===== config.mk =====
export PLATFORM = sky130hd
export DESIGN_NAME = multdiv_unit_flat
export DESIGN_NICKNAME = d
export VERILOG_FILES = /design/src/rtl/multdiv_pkg.sv /design/src/rtl/multdiv_if.sv /design/src/rtl/multdiv_addsub_unit.sv /design/src/rtl/multdiv_unit.sv /design/src/flat_wrapper.sv
export SDC_FILE = /design/constraint.sdc
export NUM_CORES = 1
export LEC_CHECK = 0
export ABC_AREA = 1
export CORE_AREA = 2 2 203 205
export CTS_CLUSTER_DIAMETER = 80
export DETAILED_ROUTE_END_ITERATION = 7
export DIE_AREA = 0 0 205 207
export GPL_ROUTABILITY_DRIVEN = 0
export MAX_ROUTING_LAYER = met4
export RECOVER_POWER = 50
export SLEW_MARGIN = 0
export SYNTH_ARGS = -nofsm -noshare
export SYNTH_HDL_FRONTEND = slang
export SYNTH_SLANG_ARGS = --single-unit

===== constraint.sdc =====
create_clock -name clock -period 4.77 [get_ports clock]
set_clock_uncertainty 0.05 [all_clocks]
set_input_delay 0.477 -clock clock [delete_from_list [all_inputs] [get_ports clock]]
set_output_delay 0.477 -clock clock [all_outputs]
set_load 0.02 [all_outputs]

===== src/rtl/multdiv_pkg.sv =====
// multdiv_pkg: shared definitions for the iterative multiply/divide unit.
//   - FSM state encoding (IDLE / RUN / DONE)
//   - operation select encoding (OP_MULT / OP_DIV)
//   - helper for the width-derived iteration counter size
package multdiv_pkg;

    typedef logic [1:0] state_t;

    localparam state_t ST_IDLE = 2'd0;
    localparam state_t ST_RUN  = 2'd1;
    localparam state_t ST_DONE = 2'd2;

    localparam logic OP_MULT = 1'b0;
    localparam logic OP_DIV  = 1'b1;

    // The counter must reach WIDTH itself: the iteration steps use values
    // 0..WIDTH-1, and the value WIDTH marks the result-writing cycle.
    function automatic int cnt_width(input int width);
        return $clog2(width + 1);
    endfunction

endpackage


===== src/rtl/multdiv_if.sv =====
// multdiv_if: operand/control/result bundle between the execute stage
// (master) and the multiply/divide unit (slave).
//   data_operandA/B   : operands, sampled on an accepted start
//   ctrl_MULT/ctrl_DIV: start strobes (multiply has priority)
//   data_result       : registered product low half or quotient
//   data_exception    : overflow / divide-by-zero flag, valid with ready
//   data_resultRDY    : one-cycle completion pulse
//   busy              : operation in progress, pipeline must stall
interface multdiv_if #(
    parameter int WIDTH = 32
);
    logic [WIDTH-1:0] data_operandA;
    logic [WIDTH-1:0] data_operandB;
    logic             ctrl_MULT;
    logic             ctrl_DIV;
    logic [WIDTH-1:0] data_result;
    logic             data_exception;
    logic             data_resultRDY;
    logic             busy;

    modport master (
        output data_operandA, data_operandB, ctrl_MULT, ctrl_DIV,
        input  data_result, data_exception, data_resultRDY, busy
    );

    modport slave (
        input  data_operandA, data_operandB, ctrl_MULT, ctrl_DIV,
        output data_result, data_exception, data_resultRDY, busy
    );
endinterface


===== src/rtl/multdiv_addsub_unit.sv =====
// addsub_unit: N-bit adder/subtractor shared by the multiply add step and
// the divide trial subtraction.
//   a, b : operands
//   sub  : 1 -> y = a - b, 0 -> y = a + b (modulo 2^N)
//   y    : result
module addsub_unit #(
    parameter int N = 33
) (
    input  logic [N-1:0] a,
    input  logic [N-1:0] b,
    input  logic         sub,
    output logic [N-1:0] y
);
    logic [N-1:0] b_eff;

    // Two's-complement subtract: invert b and inject the +1 as carry-in.
    assign b_eff = b ^ {N{sub}};
    assign y     = a + b_eff + {{(N-1){1'b0}}, sub};
endmodule


===== src/rtl/multdiv_unit.sv =====
// multdiv_unit: iterative signed multiply / divide, one radix-2 step per
// clock. Latency from the accepted start edge to the ready pulse is
// WIDTH+1 edges; back-to-back starts are accepted in the DONE cycle.
//   clock, reset : single clock, synchronous active-high reset
//   bus          : multdiv_if slave port (operands, strobes, result,
//                  exception, ready pulse, busy)
// WIDTH legal range is 4..64.
module multdiv_unit
    import multdiv_pkg::*;
#(
    parameter int WIDTH = 32
) (
    input  logic     clock,
    input  logic     reset,
    multdiv_if.slave bus
);
    localparam int               CNT_W    = cnt_width(WIDTH);
    localparam logic [CNT_W-1:0] CNT_LAST = CNT_W'(WIDTH);
    localparam logic [CNT_W-1:0] CNT_ONE  = CNT_W'(1);

    state_t           state_q, state_d;
    logic             op_q, op_d;
    logic             sign_q, sign_d;
    logic             divz_q, divz_d;
    logic             rdy_q, rdy_d;
    logic             exc_q, exc_d;
    logic [CNT_W-1:0] cnt_q, cnt_d;
    // hi: upper product half / partial remainder
    // lo: multiplier then low product half / dividend then quotient
    logic [WIDTH-1:0] hi_q, hi_d;
    logic [WIDTH-1:0] lo_q, lo_d;
    logic [WIDTH-1:0] mag_q, mag_d;      // multiplicand or divisor magnitude
    logic [WIDTH-1:0] result_q, result_d;

    // Operand magnitudes are formed one bit wider so that the most-negative
    // value maps to 2^(WIDTH-1) instead of wrapping; that value then fits
    // in WIDTH unsigned bits.
    logic             start;
    logic [WIDTH:0]   a_ext, b_ext, a_abs, b_abs;
    logic             unused_abs_msb;

    assign start    = bus.ctrl_MULT | bus.ctrl_DIV;
    assign a_ext    = {bus.data_operandA[WIDTH-1], bus.data_operandA};
    assign b_ext    = {bus.data_operandB[WIDTH-1], bus.data_operandB};
    assign a_abs    = a_ext[WIDTH] ? -a_ext : a_ext;
    assign b_abs    = b_ext[WIDTH] ? -b_ext : b_ext;
    assign unused_abs_msb = a_abs[WIDTH] ^ b_abs[WIDTH];

    // Shared WIDTH+1-bit datapath adder.
    logic [WIDTH:0] as_a, as_b, as_y;
    logic           as_sub;

    always_comb begin
        as_sub = (op_q == OP_DIV);
        as_b   = {1'b0, mag_q};
        if (as_sub) begin
            // Trial subtract: remainder shifted left with next dividend bit.
            as_a = {hi_q, lo_q[WIDTH-1]};
        end else begin
            as_a = {1'b0, hi_q};
        end
    end

    addsub_unit #(
        .N(WIDTH + 1)
    ) u_addsub (
        .a   (as_a),
        .b   (as_b),
        .sub (as_sub),
        .y   (as_y)
    );

    // Multiply step: add multiplicand when the current multiplier bit is set,
    // carry bit included, then shift the whole accumulator right by one.
    logic [WIDTH:0] mul_step;
    assign mul_step = lo_q[0] ? as_y : {1'b0, hi_q};

    // Completion values.
    logic [2*WIDTH-1:0] prod_mag, prod_signed;
    logic [WIDTH:0]     prod_top;
    logic               mul_ovf;
    logic [WIDTH-1:0]   quot_signed;
    logic               div_ovf;

    assign prod_mag    = {hi_q, lo_q};
    assign prod_signed = sign_q ? -prod_mag : prod_mag;
    // Fits in WIDTH signed bits iff the bits above the result sign bit are
    // copies of it.
    assign prod_top    = prod_signed[2*WIDTH-1:WIDTH-1];
    assign mul_ovf     = !((prod_top == '0) || (prod_top == '1));
    assign quot_signed = sign_q ? -lo_q : lo_q;
    // A positive quotient of 2^(WIDTH-1) only arises from MIN / -1.
    assign div_ovf     = !sign_q && lo_q[WIDTH-1];

    always_comb begin
        state_d  = state_q;
        op_d     = op_q;
        sign_d   = sign_q;
        divz_d   = divz_q;
        cnt_d    = cnt_q;
        hi_d     = hi_q;
        lo_d     = lo_q;
        mag_d    = mag_q;
        result_d = result_q;
        exc_d    = exc_q;
        rdy_d    = 1'b0;

        case (state_q)
            ST_IDLE, ST_DONE: begin
                if (start) begin
                    state_d = ST_RUN;
                    op_d    = bus.ctrl_MULT ? OP_MULT : OP_DIV;
                    sign_d  = bus.data_operandA[WIDTH-1] ^ bus.data_operandB[WIDTH-1];
                    divz_d  = (bus.data_operandB == '0);
                    cnt_d   = '0;
                    hi_d    = '0;
                    if (bus.ctrl_MULT) begin
                        lo_d  = b_abs[WIDTH-1:0];
                        mag_d = a_abs[WIDTH-1:0];
                    end else begin
                        lo_d  = a_abs[WIDTH-1:0];
                        mag_d = b_abs[WIDTH-1:0];
                    end
                end else begin
                    state_d = ST_IDLE;
                end
            end

            ST_RUN: begin
                if (cnt_q == CNT_LAST) begin
                    state_d = ST_DONE;
                    rdy_d   = 1'b1;
                    if (op_q == OP_MULT) begin
                        result_d = prod_signed[WIDTH-1:0];
                        exc_d    = mul_ovf;
                    end else if (divz_q) begin
                        result_d = '0;
                        exc_d    = 1'b1;
                    end else begin
                        result_d = quot_signed;
                        exc_d    = div_ovf;
                    end
                end else begin
                    cnt_d = cnt_q + CNT_ONE;
                    if (op_q == OP_MULT) begin
                        hi_d = mul_step[WIDTH:1];
                        lo_d = {mul_step[0], lo_q[WIDTH-1:1]};
                    end else begin
                        // Restore (keep shifted remainder) when the trial
                        // subtraction went negative.
                        hi_d = as_y[WIDTH] ? as_a[WIDTH-1:0] : as_y[WIDTH-1:0];
                        lo_d = {lo_q[WIDTH-2:0], ~as_y[WIDTH]};
                    end
                end
            end

            default: state_d = ST_IDLE;
        endcase
    end

    always_ff @(posedge clock) begin
        if (reset) begin
            state_q  <= ST_IDLE;
            op_q     <= OP_MULT;
            sign_q   <= 1'b0;
            divz_q   <= 1'b0;
            cnt_q    <= '0;
            hi_q     <= '0;
            lo_q     <= '0;
            mag_q    <= '0;
            result_q <= '0;
            exc_q    <= 1'b0;
            rdy_q    <= 1'b0;
        end else begin
            state_q  <= state_d;
            op_q     <= op_d;
            sign_q   <= sign_d;
            divz_q   <= divz_d;
            cnt_q    <= cnt_d;
            hi_q     <= hi_d;
            lo_q     <= lo_d;
            mag_q    <= mag_d;
            result_q <= result_d;
            exc_q    <= exc_d;
            rdy_q    <= rdy_d;
        end
    end

    assign bus.data_result    = result_q;
    assign bus.data_exception = exc_q;
    assign bus.data_resultRDY = rdy_q;
    assign bus.busy           = (state_q == ST_RUN);

endmodule


===== src/flat_wrapper.sv =====
// flat-port wrapper written by rule: the top's interface ports become plain ports
module multdiv_unit_flat import multdiv_pkg::*;
#(
    parameter int WIDTH = 32
)
  (clock, reset, bus_data_operandA, bus_data_operandB, bus_ctrl_MULT, bus_ctrl_DIV, bus_data_result, bus_data_exception, bus_data_resultRDY, bus_busy);
  multdiv_if #(.WIDTH(WIDTH)) bus_i ();
  input  logic clock;
  input  logic reset;
  input wire logic [$bits(bus_i.data_operandA)-1:0] bus_data_operandA;
  input wire logic [$bits(bus_i.data_operandB)-1:0] bus_data_operandB;
  input wire logic [$bits(bus_i.ctrl_MULT)-1:0] bus_ctrl_MULT;
  input wire logic [$bits(bus_i.ctrl_DIV)-1:0] bus_ctrl_DIV;
  output wire logic [$bits(bus_i.data_result)-1:0] bus_data_result;
  output wire logic [$bits(bus_i.data_exception)-1:0] bus_data_exception;
  output wire logic [$bits(bus_i.data_resultRDY)-1:0] bus_data_resultRDY;
  output wire logic [$bits(bus_i.busy)-1:0] bus_busy;
  assign bus_i.data_operandA = bus_data_operandA;
  assign bus_i.data_operandB = bus_data_operandB;
  assign bus_i.ctrl_MULT = bus_ctrl_MULT;
  assign bus_i.ctrl_DIV = bus_ctrl_DIV;
  assign bus_data_result = bus_i.data_result;
  assign bus_data_exception = bus_i.data_exception;
  assign bus_data_resultRDY = bus_i.data_resultRDY;
  assign bus_busy = bus_i.busy;
  multdiv_unit #(.WIDTH(WIDTH)) u_core (.clock(clock), .reset(reset), .bus(bus_i));
endmodule

==> impl_metrics.py, run 1 <==
metrics = {
    "synth": {
        "seq_area_frac_synth_pct": 20.3,
        "syn_nets": 2530,
        "synth_edf_count": 0,
        "synth.distinct_cells": 58,
        "synth_top_family_by_area": "simple AND/OR/NAND/NOR gates",
        "yosys-mux-area-fraction_pct": 0,
        "syn_area_um2": 13900,
        "synth_xor_area_share_pct": 6.87,
        "synth-main-ff-cell": "dfxtp_1",
        "yosys.area_share.simple_pct": 38.9,
        "ys_ff_latch": 141,
        "syn_area_per_cell_um2": 5.72,
        "synth-compound-area-share_pct": 20.7,
        "ys_warn_count": 0,
        "synth_fa_ha_area_share_pct": 3.39,
        "syn_inst": 2425,
        "async_reset_ff_share_pct": 0,
    },
    "outcome": {
        "status": "finished with violations",
        "violations": "max-capacitance violations, max-slew violations",
    },
    "critical_path": {
        "endpoint_kind": "flop",
        "crit_path_cell_trace": "clkdlybuf4s50_1 -> clkbuf_1 -> o21ai_2 -> clkbuf_1 -> inv_1 -> nor2_1 -> buf_4 -> nor2_1 -> a221oi_1",
        "cp-start-kind": "primary input",
        "cp.required_ns": 5.07,
        "slowest_delay_ns": 1.06,
        "slowest_stage": "clkbuf_1",
        "r2r_slack_ns": 0.69,
        "r2r-start": "u_core.state_q[0]",
        "ff2ff_path_depth": 12,
        "critical_path.max_fanout": 54,
        "arrival_ns": 4.47,
        "crit_type": "in2reg",
        "path_delay_family": "buffers and inverters",
        "path_buf_inv": 5,
        "r2r-end": "u_core.bus.data_result[24]",
    },
    "route": {
        "drt_wl_total_mm": 55.7,
        "drc": 0,
        "dr.pass1.iters": 6,
        "wl_per_cell_um": 18.5,
        "detail-route-antenna-nets": 0,
        "drtIter0Drc": 1722,
        "vias": 16600,
        "via_per_inst": 5.53,
    },
    "clock_network": {
        "clock-sinks": 141,
        "cts_buffers": 17,
        "cts_setup_buffers": 0,
        "cts_tree": "built",
        "postCtsHoldBufs": 0,
        "cts-resized-gates": 0,
        "cts_buffer_depth": 2,
        "clkTransAtPathRegs_ns": 0.06,
        "htreeDepth": 4,
        "clk_latency_ns": 0.45,
        "root_buffer": "clkbuf_16",
    },
    "finish": {
        "multiInputGateArea_um2": 9690,
        "finalNonFillerCells": 3008,
        "area_growth_syn_to_layout_pct": 14.2,
        "final_nets": 2568,
        "drive_above_1_share_pct": 4.77,
        "num-fill-cells": 4446,
        "seqCellArea_um2": 2830,
        "diodes": 0,
    },
    "timing": {
        "setup_viol": 0,
        "final.setup.tns_ns": 0,
        "finalHoldViolCount": 0,
        "finalCritPeriodShare_pct": 87.4,
        "slew-limit-headroom_pct": -22.3,
        "rsz0062_at_grt": "no",
        "slew_violations": 45,
        "max_slew.worst_pin.slew_ns": 1.83,
        "period_minus_slack_ns": 4.17,
        "fmax_mhz": 240,
    },
    "floorplanning": {
        "die_x_um": 205,
        "start_util_pct": 34.4,
        "die_area_um2": 42400,
        "ioPinCount": 103,
        "die_height_um": 207,
        "core_region_area_um2": 40400,
        "rows": 74,
    },
    "worst_hold_path": {
        "min_delay_path_depth": 2,
        "min_to": "u_core.bus.data_result[19]",
        "hp-class": "reg2reg",
        "min_from": "u_core.bus.data_result[19]",
    },
    "global_route": {
        "antenna_found_initial": 0,
        "grt_first_pass_wirelength_mm": 86.8,
        "gr-total-overflow": 0,
        "track_usage_pct": 26.8,
        "grt_start_max_net_pins": 83,
        "grt_pass1_vias": 15600,
    },
    "power_and_ir_drop": {
        "total_power_mw": 4.72,
        "power_switching_share_pct": 43.3,
        "p_sw_mw": 2.05,
        "p_leak_nw": 7.08,
        "p_comb_share_pct": 40.3,
        "p_seq_share_pct": 30.9,
        "intPower_mw": 2.68,
        "p_clk_share_pct": 28.8,
        "peakVddDrop_v": 0.000298,
        "power_per_cell_area_nw_per_um2": 298,
    },
    "placed_design": {
        "portBuffers": 102,
        "dpl.cell_count": 2976,
        "dp_hpwl_mm": 43.9,
    },
    "run": {
        "drv_cap": 2,
    },
}
==> flip-flops by register name, indices dropped and copies added (netlist names) <==
signal / flops
u_core.sign_q: 1
u_core.cnt_q: 6
u_core.as_sub: 1
u_core.state_q: 2
u_core.lo_q: 32
u_core.hi_q: 32
u_core.bus.data_exception: 1
u_core.bus.data_result: 32
u_core.bus.data_resultRDY: 1
u_core.mag_q: 32
u_core.divz_q: 1
==> worst max-delay path by stage <==
stage | slack [ns] | to | cells after the start | startpoint
4_1_cts | 0.88 | u_core.hi_q[23] | 16 | u_core.as_sub
3_5_place_dp | 0.91 | u_core.hi_q[23] | 18 | u_core.as_sub
5_1_grt | 0.26 | u_core.lo_q[18] | 9 | bus_ctrl_MULT
2_1_floorplan | 1.21 | u_core.hi_q[3] | 22 | u_core.as_sub
3_3_place_gp | 0.95 | u_core.hi_q[23] | 18 | u_core.as_sub
6_report | 0.60 | u_core.lo_q[18] | 9 | bus_ctrl_MULT
==> cell usage in the layout, fill, tap and decap left out, types with 7 or more instances in the layout <==
master	instances
nand4_1	37
buf_4	16
nand3_1	159
xor2_1	91
a21o_1	7
o21ai_1	7
ha_1	36
o21ai_0	175
dlygate4sd3_1	35
a21oi_1	222
clkdlybuf4s50_1	66
dfxtp_1	139
a31oi_1	21
nor3_1	20
xnor2_1	16
nand2_2	12
inv_1	228
nand2_1	712
nor2_1	290
a22oi_1	8
o211ai_1	39
or2_2	14
clkbuf_16	17
==> power groups by stage <==
stage | combinational (mW) | sequential [mW] | clock, mW
after floorplan | 1.30 | 1.42 | 0
after detailed placement | 1.87 | 1.48 | 0
final | 1.91 | 1.46 | 1.36
after global routing | 2.10 | 1.47 | 1.42
after CTS | 1.88 | 1.45 | 1.37
after global placement | 1.85 | 1.48 | 0
==> cell usage after synthesis (4+ instances only) <==
library cell | count | area share, %
a211oi_1 | 4 | 0.22
a21o_1 | 7 | 0.38
a21oi_1 | 221 | 8.0
a21oi_2 | 4 | 0.25
a22oi_1 | 8 | 0.43
a31oi_1 | 21 | 0.95
buf_1 | 13 | 0.35
buf_2 | 9 | 0.32
buf_6 | 4 | 0.32
clkbuf_1 | 76 | 2.1
dfxtp_1 | 141 | 20
ha_1 | 36 | 3.2
inv_1 | 226 | 6.1
inv_2 | 8 | 0.22
nand2_1 | 712 | 19
nand2_2 | 12 | 0.54
nand2_4 | 6 | 0.49
nand3_1 | 159 | 5.7
nand3_2 | 4 | 0.29
nand3b_1 | 5 | 0.27
nand4_1 | 37 | 1.7
nor2_1 | 289 | 7.8
nor2_2 | 4 | 0.18
nor2_4 | 4 | 0.32
nor3_1 | 20 | 0.72
o211ai_1 | 39 | 2.1
o21ai_0 | 175 | 6.3
o21ai_1 | 8 | 0.29
o21ai_2 | 4 | 0.25
o31ai_1 | 6 | 0.32
or2_1 | 4 | 0.18
or2_2 | 14 | 0.63
xnor2_1 | 16 | 1.0
xor2_1 | 91 | 5.7
==> worst reg2reg max path: stages, from the launching register on <==
cell	delay, ns
dfxtp_1	0.34
inv_1	0.10
nor2_2	0.08
clkbuf_1	0.95
inv_1	0.20
nor2_1	0.18
inv_1	0.45
a21oi_1	0.63
buf_4	0.39
inv_2	0.19
a21oi_1	0.14
o21ai_0	0.15
a21oi_1	0.14
==> routing by layer <==
layer | track usage, % | wire length (µm) | vias to the layer above
li1 | - | - | 8021
met1 | 33.8 | 23800 | 7604
met2 | 41.3 | 24600 | 826
met3 | 3.90 | 4090 | 191
met4 | 14.0 | 3230 | 0
met5 | - | 0 | -
==> cell families (layout without fill, tap and decap cells) <==
group	Yosys count	count (layout)
and+or+nand+nor	1281	1281
buffers and inverters	342	393
xor gates and xnor gates	108	108
AOI/OAI and AO/OA	516	516
adders and majority gates	37	37
DFF	141	141
==> layout make-up <==
| class | count | area share (%) |
|---|---|---|
| Clock buffer | 20 | 2.82 |
| Clock inverter | 12 | 0.860 |
| Inverter | 237 | 5.63 |
| Multi-Input combinational cell | 1942 | 61.1 |
| Sequential cell | 141 | 17.8 |
| Tap cell | 532 | 4.20 |
| Timing Repair Buffer | 124 | 7.51 |
==> stage by stage <==
step | setup slack, ns | instance area, µm² | utilization (%) | hold WS, ns
after floorplan | 1.21 | 13900 | - | 0.392
final | 0.603 | 15900 | 39.3 | 0.413
after CTS | 0.879 | 15900 | 39.3 | 0.416
after global routing | 0.263 | 15900 | 39.3 | 0.437
after detailed placement | 0.905 | 15300 | 37.9 | 0.407
after global placement | 0.949 | 15300 | 37.9 | 0.407
No activity file was read; power rests on OpenSTA's default activity.
==> run 2, diff against run 1 <==
- SETUP_SLACK_MARGIN: default -> 0.02
- clock period: 4.77 -> 5 ns (I/O delays scaled with it)
==> run 2 against run 1 <==
Effect of this change:
- the flow finishes with violations (max-capacitance violations)
- sequential cell count unchanged
- via count fell by 0.92%
- power down 4.5%
- sequential share of layout area up 0.055 points
- final area shrank 0.31%
- clock-buffer cell count down 1
- clock power is 4% lower
- largest cell class unchanged
- critical endpoint is now u_core.mag_q[29]
- largest power group unchanged
==> impl_metrics.py, run 2 (synthesis results as in run 1) <==
metrics = {
    "outcome": {
        "status": "finished with violations",
        "violations": "max-capacitance violations",
    },
    "timing": {
        "setup_viol": 0,
        "fmax_mhz": 230,
        "slew-limit-headroom_pct": 0.129,
        "finalHoldViolCount": 0,
        "rsz0062_at_grt": "no",
        "finalCritPeriodShare_pct": 87.0,
        "period_minus_slack_ns": 4.35,
        "final.setup.tns_ns": 0,
        "max_slew.worst_pin.slew_ns": 1.50,
        "hold_ws_ns": 0.411,
        "slew_violations": 0,
    },
    "power_and_ir_drop": {
        "power_per_cell_area_nw_per_um2": 285,
        "peakVddDrop_v": 0.000270,
        "p_leak_nw": 7.06,
    },
    "clock_network": {
        "cts_buffers": 17,
        "clkTransAtPathRegs_ns": 0.06,
        "cts_buffer_depth": 2,
        "cts_setup_buffers": 0,
        "clock-sinks": 141,
        "postCtsHoldBufs": 0,
        "cts-resized-gates": 0,
        "cts_tree": "built",
        "htreeDepth": 4,
        "clk_latency_ns": 0.44,
        "root_buffer": "clkbuf_16",
    },
    "critical_path": {
        "arrival_ns": 4.67,
        "path_buf_inv": 5,
        "crit_type": "in2reg",
        "ff2ff_path_depth": 18,
        "slowest_delay_ns": 1.08,
        "cp-start-kind": "primary input",
        "cp.required_ns": 5.32,
        "path_depth": 9,
        "endpoint_kind": "flop",
        "path_delay_family": "buffers and inverters",
        "slowest_stage": "clkbuf_1",
        "crit_path_cell_trace": "dlygate4sd3_1 -> clkbuf_1 -> clkinv_1 -> buf_4 -> nor2_1 -> inv_1 -> a21oi_1 -> nor2_1 -> nor2_1",
        "critical_path.max_fanout": 44,
        "critical_path.most_common_cell": "nor2_1",
    },
    "finish": {
        "mostFrequentLayoutCells": "nand2_1, nor2_1, inv_1",
        "drive_above_1_share_pct": 4.41,
        "design_area_um2": 15800,
        "diodes": 0,
        "area_growth_syn_to_layout_pct": 13.9,
        "final_nets": 2565,
        "num-fill-cells": 4437,
        "final_common_cell": "nand2_1",
    },
    "worst_hold_path": {
        "min_delay_path_depth": 2,
        "hp-class": "reg2reg",
    },
    "global_route": {
        "antenna_found_initial": 0,
        "grt_pass1_vias": 15100,
        "grt_first_pass_wirelength_mm": 85.2,
        "gr-total-overflow": 0,
        "track_usage_pct": 26.4,
        "grt_start_max_net_pins": 82,
    },
    "placed_design": {
        "place_area_um2": 15300,
        "portBuffers": 102,
        "dp_hpwl_mm": 43.6,
    },
    "route": {
        "drc": 0,
        "wl_per_cell_um": 18.4,
        "drt_wl_total_mm": 55.1,
        "via_per_inst": 5.49,
        "vias": 16500,
        "drtIter0Drc": 1760,
        "dr.pass1.iters": 6,
        "detail-route-antenna-nets": 0,
    },
    "floorplanning": {
        "die_x_um": 205,
        "die_area_um2": 42400,
        "start_util_pct": 34.4,
        "die_height_um": 207,
        "core_region_area_um2": 40400,
        "ioPinCount": 103,
        "rows": 74,
    },
    "run": {
        "drv_cap": 1,
    },
}
run 2: path summary, 6_finish.rpt:
path | slack (ns) | to | from
hold / removal | 0.41 | u_core.bus.data_result[16] | u_core.bus.data_result[16]
hold reg to reg | 0.41 | u_core.bus.data_result[16] | u_core.bus.data_result[16]
setup / recovery | 0.65 | u_core.mag_q[29] | bus_ctrl_MULT
setup reg to reg | 0.87 | u_core.hi_q[23] | u_core.as_sub
run 2: worst min-delay path, stage by stage (launching register included):
cell and delay, ns:
dfxtp_1 0.30, nand2_1 0.06, a21oi_1 0.05
run 2: report_power, final:
group | switching, mW | total, mW | leakage [nW] | internal (mW)
Combinational | 1.24 | 1.81 | 5.62 | 0.570
Sequential | 0.161 | 1.39 | 1.16 | 1.23
Clock | 0.531 | 1.31 | 0.275 | 0.778
Total | 1.93 | 4.51 | 7.06 | 2.58
run 2: through the flow:
step / worst slack, ns / instances / power (mW) / util (%)
finish: 0.648 / 3003 / 4.51 / 39.1
global route: 0.426 / 3003 / 4.75 / 39.1
CTS: 0.964 / 3003 / 4.48 / 39.2
detailed placement: 0.964 / 2973 / 3.18 / 37.8
global placement: 1.06 / 2973 / 3.17 / 37.8
floorplan: 1.44 / 2425 / 2.59 / -
run 2: layout make-up:
class | instances | area (µm²) | share of cell area, %
well taps | 532 | 666 | 4.21
flip-flops and latches | 141 | 2830 | 17.9
clock inverters | 11 | 145 | 0.918
clock buffers | 19 | 433 | 2.74
multi-input cells | 1942 | 9690 | 61.3
inverters | 237 | 892 | 5.65
repair buffers | 121 | 1150 | 7.30
run 2: routing by layer:
metal  vias up  part of all wire (%)  wire, µm  GRT usage, %
li1       8019                     -         -             -
met1      7559                    43     23900          34.5
met2       800                    45     25000          41.6
met3       111                   7.4      4100          3.60
met4         0                   3.9      2160          9.43
met5         -                     0         0             -
==> run 3, diff against run 2 <==
- CTS_CLUSTER_SIZE: default -> 25
==> results of run 3 <==
Final layout, timing and power as in run 2 (identical DEF).
